<file path="config.mk">
export PLATFORM = sky130hd
export DESIGN_NAME = rf_wb_arb_flat
export DESIGN_NICKNAME = d
export VERILOG_FILES = /design/src/rtl/cpu_pkg.sv /design/src/rtl/rf_wb_arb_if.sv /design/src/rtl/rf_wb_arb_fifo.sv /design/src/rtl/rf_wb_arb.sv /design/src/flat_wrapper.sv
export SDC_FILE = /design/constraint.sdc
export NUM_CORES = 1
export LEC_CHECK = 0
export ABC_AREA = 1
export CAP_MARGIN = 20
export CORE_ASPECT_RATIO = 1.5
export CORE_MARGIN = 10
export CORE_UTILIZATION = 50
export DETAILED_ROUTE_END_ITERATION = 16
export GPL_TIMING_DRIVEN = 0
export PLACE_DENSITY = 0.79
export SLEW_MARGIN = 20
export SYNTH_ARGS = -nofsm -noshare
export SYNTH_HDL_FRONTEND = slang
export SYNTH_HIERARCHICAL = 1
export SYNTH_SLANG_ARGS = --single-unit
</file>
<file path="constraint.sdc">
create_clock -name clk -period 3.2 [get_ports clk]
set_input_delay 0.64 -clock clk [delete_from_list [all_inputs] [get_ports clk]]
set_output_delay 0.64 -clock clk [all_outputs]
set_load 0.05 [all_outputs]
</file>
<file path="src/rtl/cpu_pkg.sv">
// Shared CPU writeback types: architectural register/data widths and the
// {rd, data} write request carried from producers to the register file.
package cpu_pkg;

  localparam int D_WIDTH  = 32;
  localparam int N_REGS   = 32;
  localparam int REG_L2   = $clog2(N_REGS);
  localparam int REG_ZERO = 0;

  typedef struct packed {
    logic [REG_L2-1:0]  rd;
    logic [D_WIDTH-1:0] data;
  } wb_req_t;

endpackage

</file>
<file path="src/rtl/rf_wb_arb_if.sv">
// Writeback bus: ALU and LSU result handshakes plus the register-file write port.
// master = producers/register file side, slave = the writeback arbiter.
interface rf_wb_arb_if #(
  parameter int D_WIDTH    = cpu_pkg::D_WIDTH,
  parameter int REG_L2     = cpu_pkg::REG_L2,
  parameter int FIFO_DEPTH = 4
);

  localparam int CW = $clog2(FIFO_DEPTH) + 1;

  logic               alu_valid;
  logic               alu_ready;
  logic [REG_L2-1:0]  alu_rd;
  logic [D_WIDTH-1:0] alu_data;
  logic               lsu_valid;
  logic               lsu_ready;
  logic [REG_L2-1:0]  lsu_rd;
  logic [D_WIDTH-1:0] lsu_data;
  logic               we;
  logic [REG_L2-1:0]  w_addr;
  logic [D_WIDTH-1:0] w_data;
  logic [CW-1:0]      fifo_count;

  modport master (
    output alu_valid, alu_rd, alu_data, lsu_valid, lsu_rd, lsu_data,
    input  alu_ready, lsu_ready, we, w_addr, w_data, fifo_count
  );

  modport slave (
    input  alu_valid, alu_rd, alu_data, lsu_valid, lsu_rd, lsu_data,
    output alu_ready, lsu_ready, we, w_addr, w_data, fifo_count
  );

endinterface

</file>
<file path="src/rtl/rf_wb_arb_fifo.sv">
// Circular buffer of writeback requests: registered count, head visible combinationally.
// Push is ignored when full and pop when empty; push+pop together leaves the count unchanged.
module wb_fifo
  import cpu_pkg::*;
#(
  parameter int  DEPTH = 4,
  parameter type T     = wb_req_t
) (
  input  logic                   clk,
  input  logic                   rst,
  input  logic                   push,
  input  T                       push_data,
  input  logic                   pop,
  output T                       head,
  output logic                   full,
  output logic                   empty,
  output logic [$clog2(DEPTH):0] count
);

  localparam int PW = $clog2(DEPTH);
  localparam int CW = PW + 1;

  T              mem [DEPTH];
  logic [PW-1:0] wr_ptr;
  logic [PW-1:0] rd_ptr;
  logic          do_push;
  logic          do_pop;

  assign full    = (count == CW'(DEPTH));
  assign empty   = (count == '0);
  assign do_push = push && !full;
  assign do_pop  = pop && !empty;
  assign head    = mem[rd_ptr];

  // DEPTH is a power of two, so pointer overflow is the modulo wrap.
  always_ff @(posedge clk or posedge rst) begin
    if (rst) begin
      wr_ptr <= '0;
      rd_ptr <= '0;
      count  <= '0;
    end else begin
      if (do_push) wr_ptr <= wr_ptr + 1'b1;
      if (do_pop)  rd_ptr <= rd_ptr + 1'b1;
      case ({do_push, do_pop})
        2'b10:   count <= count + 1'b1;
        2'b01:   count <= count - 1'b1;
        default: count <= count;
      endcase
    end
  end

  always_ff @(posedge clk) begin
    if (do_push) mem[wr_ptr] <= push_data;
  end

endmodule

</file>
<file path="src/rtl/rf_wb_arb.sv">
// Writeback arbiter: ALU (1-cycle) and FIFO-buffered LSU (2-cycle min) share one registered RF write port;
// ALU wins unless the FIFO is full, both readys drop only when full. RF_WB_FWD_EN adds an empty-FIFO LSU bypass.
module rf_wb_arb
  import cpu_pkg::*;
#(
  parameter int D_WIDTH    = cpu_pkg::D_WIDTH,
  parameter int N_REGS     = cpu_pkg::N_REGS,
  parameter int REG_L2     = $clog2(N_REGS),
  parameter int FIFO_DEPTH = 4
) (
  input  logic       clk,
  input  logic       rst,
  rf_wb_arb_if.slave bus
);

  localparam int CW = $clog2(FIFO_DEPTH) + 1;

  // Same layout as wb_req_t, sized from this instance's parameters.
  typedef struct packed {
    logic [REG_L2-1:0]  rd;
    logic [D_WIDTH-1:0] data;
  } req_t;

  req_t          alu_req;
  req_t          lsu_req;
  req_t          head;
  req_t          win;
  logic          fifo_full;
  logic          fifo_empty;
  logic          push;
  logic          pop;
  logic          slot;
  logic          byp;
  logic [CW-1:0] count;

  assign alu_req        = {bus.alu_rd, bus.alu_data};
  assign lsu_req        = {bus.lsu_rd, bus.lsu_data};
  assign bus.alu_ready  = !fifo_full;
  assign bus.lsu_ready  = !fifo_full;
  assign bus.fifo_count = count;

`ifdef RF_WB_FWD_EN
  assign byp = fifo_empty && !bus.alu_valid && bus.lsu_valid;
`else
  assign byp = 1'b0;
`endif

  assign push = bus.lsu_valid && !fifo_full && !byp;

  // A full FIFO must drain to restore LSU acceptance, so it outranks the ALU.
  always_comb begin
    pop  = 1'b0;
    slot = 1'b0;
    win  = head;
    if (fifo_full) begin
      pop  = 1'b1;
      slot = 1'b1;
    end else if (bus.alu_valid) begin
      slot = 1'b1;
      win  = alu_req;
    end else if (!fifo_empty) begin
      pop  = 1'b1;
      slot = 1'b1;
    end else if (byp) begin
      slot = 1'b1;
      win  = lsu_req;
    end
  end

  wb_fifo #(
    .DEPTH (FIFO_DEPTH),
    .T     (req_t)
  ) u_fifo (
    .clk       (clk),
    .rst       (rst),
    .push      (push),
    .push_data (lsu_req),
    .pop       (pop),
    .head      (head),
    .full      (fifo_full),
    .empty     (fifo_empty),
    .count     (count)
  );

  // rd==0 results still take the slot and update addr/data; only we is masked.
  always_ff @(posedge clk or posedge rst) begin
    if (rst) begin
      bus.we     <= 1'b0;
      bus.w_addr <= '0;
      bus.w_data <= '0;
    end else if (slot) begin
      bus.we     <= (win.rd != REG_L2'(REG_ZERO));
      bus.w_addr <= win.rd;
      bus.w_data <= win.data;
    end else begin
      bus.we     <= 1'b0;
    end
  end

endmodule

</file>
<file path="src/flat_wrapper.sv">
// flat-port wrapper written by rule: the top's interface ports become plain ports
module rf_wb_arb_flat import cpu_pkg::*;
#(
  parameter int D_WIDTH    = cpu_pkg::D_WIDTH,
  parameter int N_REGS     = cpu_pkg::N_REGS,
  parameter int REG_L2     = $clog2(N_REGS),
  parameter int FIFO_DEPTH = 4
)
  (clk, rst, bus_alu_valid, bus_alu_rd, bus_alu_data, bus_lsu_valid, bus_lsu_rd, bus_lsu_data, bus_alu_ready, bus_lsu_ready, bus_we, bus_w_addr, bus_w_data, bus_fifo_count);
  rf_wb_arb_if #(.D_WIDTH(D_WIDTH), .REG_L2(REG_L2), .FIFO_DEPTH(FIFO_DEPTH)) bus_i ();
  input  logic clk;
  input  logic rst;
  input wire logic [$bits(bus_i.alu_valid)-1:0] bus_alu_valid;
  input wire logic [$bits(bus_i.alu_rd)-1:0] bus_alu_rd;
  input wire logic [$bits(bus_i.alu_data)-1:0] bus_alu_data;
  input wire logic [$bits(bus_i.lsu_valid)-1:0] bus_lsu_valid;
  input wire logic [$bits(bus_i.lsu_rd)-1:0] bus_lsu_rd;
  input wire logic [$bits(bus_i.lsu_data)-1:0] bus_lsu_data;
  output wire logic [$bits(bus_i.alu_ready)-1:0] bus_alu_ready;
  output wire logic [$bits(bus_i.lsu_ready)-1:0] bus_lsu_ready;
  output wire logic [$bits(bus_i.we)-1:0] bus_we;
  output wire logic [$bits(bus_i.w_addr)-1:0] bus_w_addr;
  output wire logic [$bits(bus_i.w_data)-1:0] bus_w_data;
  output wire logic [$bits(bus_i.fifo_count)-1:0] bus_fifo_count;
  assign bus_i.alu_valid = bus_alu_valid;
  assign bus_i.alu_rd = bus_alu_rd;
  assign bus_i.alu_data = bus_alu_data;
  assign bus_i.lsu_valid = bus_lsu_valid;
  assign bus_i.lsu_rd = bus_lsu_rd;
  assign bus_i.lsu_data = bus_lsu_data;
  assign bus_alu_ready = bus_i.alu_ready;
  assign bus_lsu_ready = bus_i.lsu_ready;
  assign bus_we = bus_i.we;
  assign bus_w_addr = bus_i.w_addr;
  assign bus_w_data = bus_i.w_data;
  assign bus_fifo_count = bus_i.fifo_count;
  rf_wb_arb #(.D_WIDTH(D_WIDTH), .N_REGS(N_REGS), .REG_L2(REG_L2), .FIFO_DEPTH(FIFO_DEPTH)) u_core (.clk(clk), .rst(rst), .bus(bus_i));
endmodule
</file>
==> results by group <==
Outcome
  – Status: finished clean

Die
  – Die Area: about 22000 um2
  – Die width: 125 um
  – Placement Rows: 57
  – Die H: 177 um
  – I/O pins: 121
  – Initial Utilization: 0.507
  – CORE AREA: 16200 um2

Placed design
  – Placed insts: about 1100
  – Buffers added on ports: 119
  – GPL Wtd Cong: between 0.8 and 0.9
  – Area post-placement: roughly 9800 um2
  – Dpl hpwl: ~14000 um
  – DP Worst Slack: 0.417 ns

Final layout
  – Final core occ: 0.647
  – Fillers: around 1200
  – Share of layout cells above drive strength 1: 0.0936
  – Post-route cell area: approximately 10000 um2
  – Area added between synthesis and finish: 27.7%
  – Post-Layout Cell Count: between 1000 and 1500
  – Nets: ~950

STA
  – RSZ-0062 raised after global routing: false
  – Slew HR: 0.555
  – Final max-slew violation count: 0
  – Tmin final: 2.94 ns
  – Max Clock Skew: 0.00952 ns
  – Fmax: 340 MHz
  – Final worst setup slack: 0.258 ns
  – Hold Vio Cnt, Final: 0
  – Actual slew at the worst max-slew pin: about 0.67 ns
  – Tcrit/Tclk final: 0.919
  – Setup violators final: 0

Synth
  – Syn Nets: 803
  – Synth Register Bits: 193
  – Synth warnings: 6
  – Largest area contributor in the netlist: edfxtp_1
  – Fraction of the mapped netlist area in simple logic gates: 0.151
  – Top post-synthesis cells by area: edfxtp_1, dfrtp_1, nand2_1
  – Yosys top cell area share: 0.542
  – Gate Count Post-Synth: 719
  – Post-Syn Area: 8200 um2
  – Multiplexer share of the synthesized area: 0
  – Syn avg cell area: 11.4 um2
  – Synth Area in Compound Gates: 0.0726
  – Xor and xnor area share after synthesis: 0.00107
  – Netlist cell types: 24
  – Combinational family with the most area after synthesis: simple AND/OR/NAND/NOR gates
  – Post-synthesis sequential area ratio: 0.679
  – Adder-cell share of the synthesized area: 0.0101

Critical path
  – Worst path arrival time: 2.30 ns
  – Critical Path End Type: output pin
  – CP endpoint: bus_lsu_ready
  – Critical Path Source: u_core/u_fifo/count[0]$_DFFE_PP0P_
  – CP Class: flip-flop to output pin
  – Worst R2R End: u_core/u_fifo/count[2]$_DFFE_PP0P_
  – Worst-path maximum fanout: 11
  – Data required, critical path: 2.56 ns
  – FF-to-FF setup slack: 0.62 ns
  – Worst r2r src: u_core/u_fifo/count[0]$_DFFE_PP0P_
  – Setup crit start kind: flip-flop
  – FF-to-FF path depth: 18

Power and ir drop
  – Final Power: between 10000 and 15000 uW
  – Pleak: about 0.0043 uW
  – VDD IR max: 0.555 mV
  – Power per Cell Area: 995 nW/um2

Clock network
  – TritonCTS Sinks: around 190
  – Htree depth: 4
  – TritonCTS Buffers: 17
  – Root buffer cell: clkbuf_16
  – CTS tree: built
  – Clock buffer depth: 2
  – Clock latency at the later pin of the worst-skew pair: 0.44 ns
  – Clock transition at path regs: about 0.07 ns

Worst hold path
  – Worst Hold Class: flip-flop to flip-flop

Drt
  – DR vias/cell: 5.20
  – Via count: about 5600
  – WL final: 19600 um
  – DRC violations left: 0
  – Drt pass-1 iters: 5
  – Initial drt markers: slightly above 400
  – Post-route ant nets: 0
  – WL/cell: 18.1 um

GRT
  – Vias in the first global route: 5832
  – Antenna violations before repair: 1
  – Pin count of the biggest net entering global routing: 24
  – GRT Residual Overflow: 0
  – Tot GR Track Use: 0.177
  – Global-route wire length before repair: 30500 um

Flow run
  – Max Cap Viol: 0
-- cells in the final DEF (no fill, tap or decap), drive strengths merged, types with 2 or more instances in the layout --
| cell type | count |
|---|---|
| edfxtp | 148 |
| o211ai | 74 |
| clkdlybuf4s50 | 117 |
| nand2 | 209 |
| clkinv | 8 |
| nand3 | 74 |
| dfrtp | 45 |
| nor2 | 8 |
| o21ai | 8 |
| inv | 109 |
| clkbuf | 25 |
| ha | 5 |
| buf | 38 |
| bufinv | 2 |
-- layer usage --
| metal | vias to the layer above | global-route usage | wire [um] |
|---|---|---|---|
| met3 | 31 | 0.0417 | 1230 |
| met4 | 0 | 0.0818 | 451 |
| li1 | 2719 | - | - |
| met5 | - | 0 | 0 |
| met1 | 2676 | 0.183 | 7260 |
| met2 | 210 | 0.329 | 10700 |
-- registers in the layout, indices dropped and copies added, names as in the netlist --
name / flops
u_core/u_fifo/wr_ptr: 2
u_core/bus.we: 1
u_core/bus.w_data: 32
u_core/u_fifo/mem: 148
u_core/bus.w_addr: 5
u_core/u_fifo/rd_ptr: 2
u_core/u_fifo/count: 3
-- critical path: stages, from the launching register on --
cell and delay (ns):
dfrtp_1 0.38, inv_1 0.09, nand3_1 0.14, inv_1 0.08, inv_2 0.09, buf_6 0.17, buf_2 0.24, buf_4 0.14
dlygate4sd2_1 0.52
-- logic make-up (layout without fill, tap and decap cells) --
logic type,Yosys count,in the layout
compound gates,82,82
xor+xnor,1,1
other cells,0,1
buf+inv,144,301
fa+ha+maj,6,6
flops,193,193
simple gates,293,293
-- synthesized netlist by cell type (all sizes together) --
| cell type | number |
|---|---|
| buf | 32 |
| nand3b | 1 |
| ha | 5 |
| o21ai | 8 |
| nand2 | 209 |
| nor2 | 8 |
| xnor2 | 1 |
| inv | 104 |
| o211ai | 74 |
| nand3 | 74 |
| clkbuf | 8 |
| edfxtp | 148 |
| nand4 | 1 |
| fa | 1 |
| dfrtp | 45 |
-- power breakdown --
group | total, uW | switching (uW) | internal, uW
clock network | 2230 | 1020 | 1210
logic | 4550 | 3030 | 1520
registers | 3650 | 243 | 3410
total | 10400 | 4290 | 6130
-- through the flow --
stage	TNS, ns	hold slack, ns
after global placement	-215.59	0.467
after global routing	0	0.514
final	0	0.485
after detailed placement	0	0.474
after CTS	0	0.491
after floorplan	-24.20	0.443
-- how the worst min path moves through the flow --
stage	startpoint	end	slack, ns	depth (start not counted)
after floorplan	rst	u_core/u_fifo/count[0]$_DFFE_PP0P_	0.44	1
after global placement	u_core/bus.w_addr[3]$_DFFE_PP0P_	u_core/bus.w_addr[3]$_DFFE_PP0P_	0.47	2
after detailed placement	u_core/bus.w_addr[3]$_DFFE_PP0P_	u_core/bus.w_addr[3]$_DFFE_PP0P_	0.47	2
after CTS	u_core/bus.w_addr[3]$_DFFE_PP0P_	u_core/bus.w_addr[3]$_DFFE_PP0P_	0.49	2
after global routing	u_core/u_fifo/count[0]$_DFFE_PP0P_	u_core/u_fifo/count[0]$_DFFE_PP0P_	0.51	1
final	u_core/bus.w_addr[3]$_DFFE_PP0P_	u_core/bus.w_addr[3]$_DFFE_PP0P_	0.48	2
-- cell type report --
cell class,count,area (um2),share of cell area
buffer,40,312,0.0297
antenna,1,2.50,0.000239
clock buffer,17,425,0.0406
timing repair buffer,125,1340,0.127
inverter,104,393,0.0375
tap,206,258,0.0246
clock inverter,15,221,0.0211
sequential,193,5570,0.532
multi-input combinational,382,1960,0.187
-- timing repair --
| action | CTS | global route |
|---|---|---|
| hold buffers | 0 | 0 |
| resized for setup | 1 | 1 |
| hold endpoints to repair | 0 | 0 |
| endpoints found under the setup margin | 1 | 1 |
| buffers inserted | 0 | 0 |
Note: power is estimated with default switching activity, not from simulation.
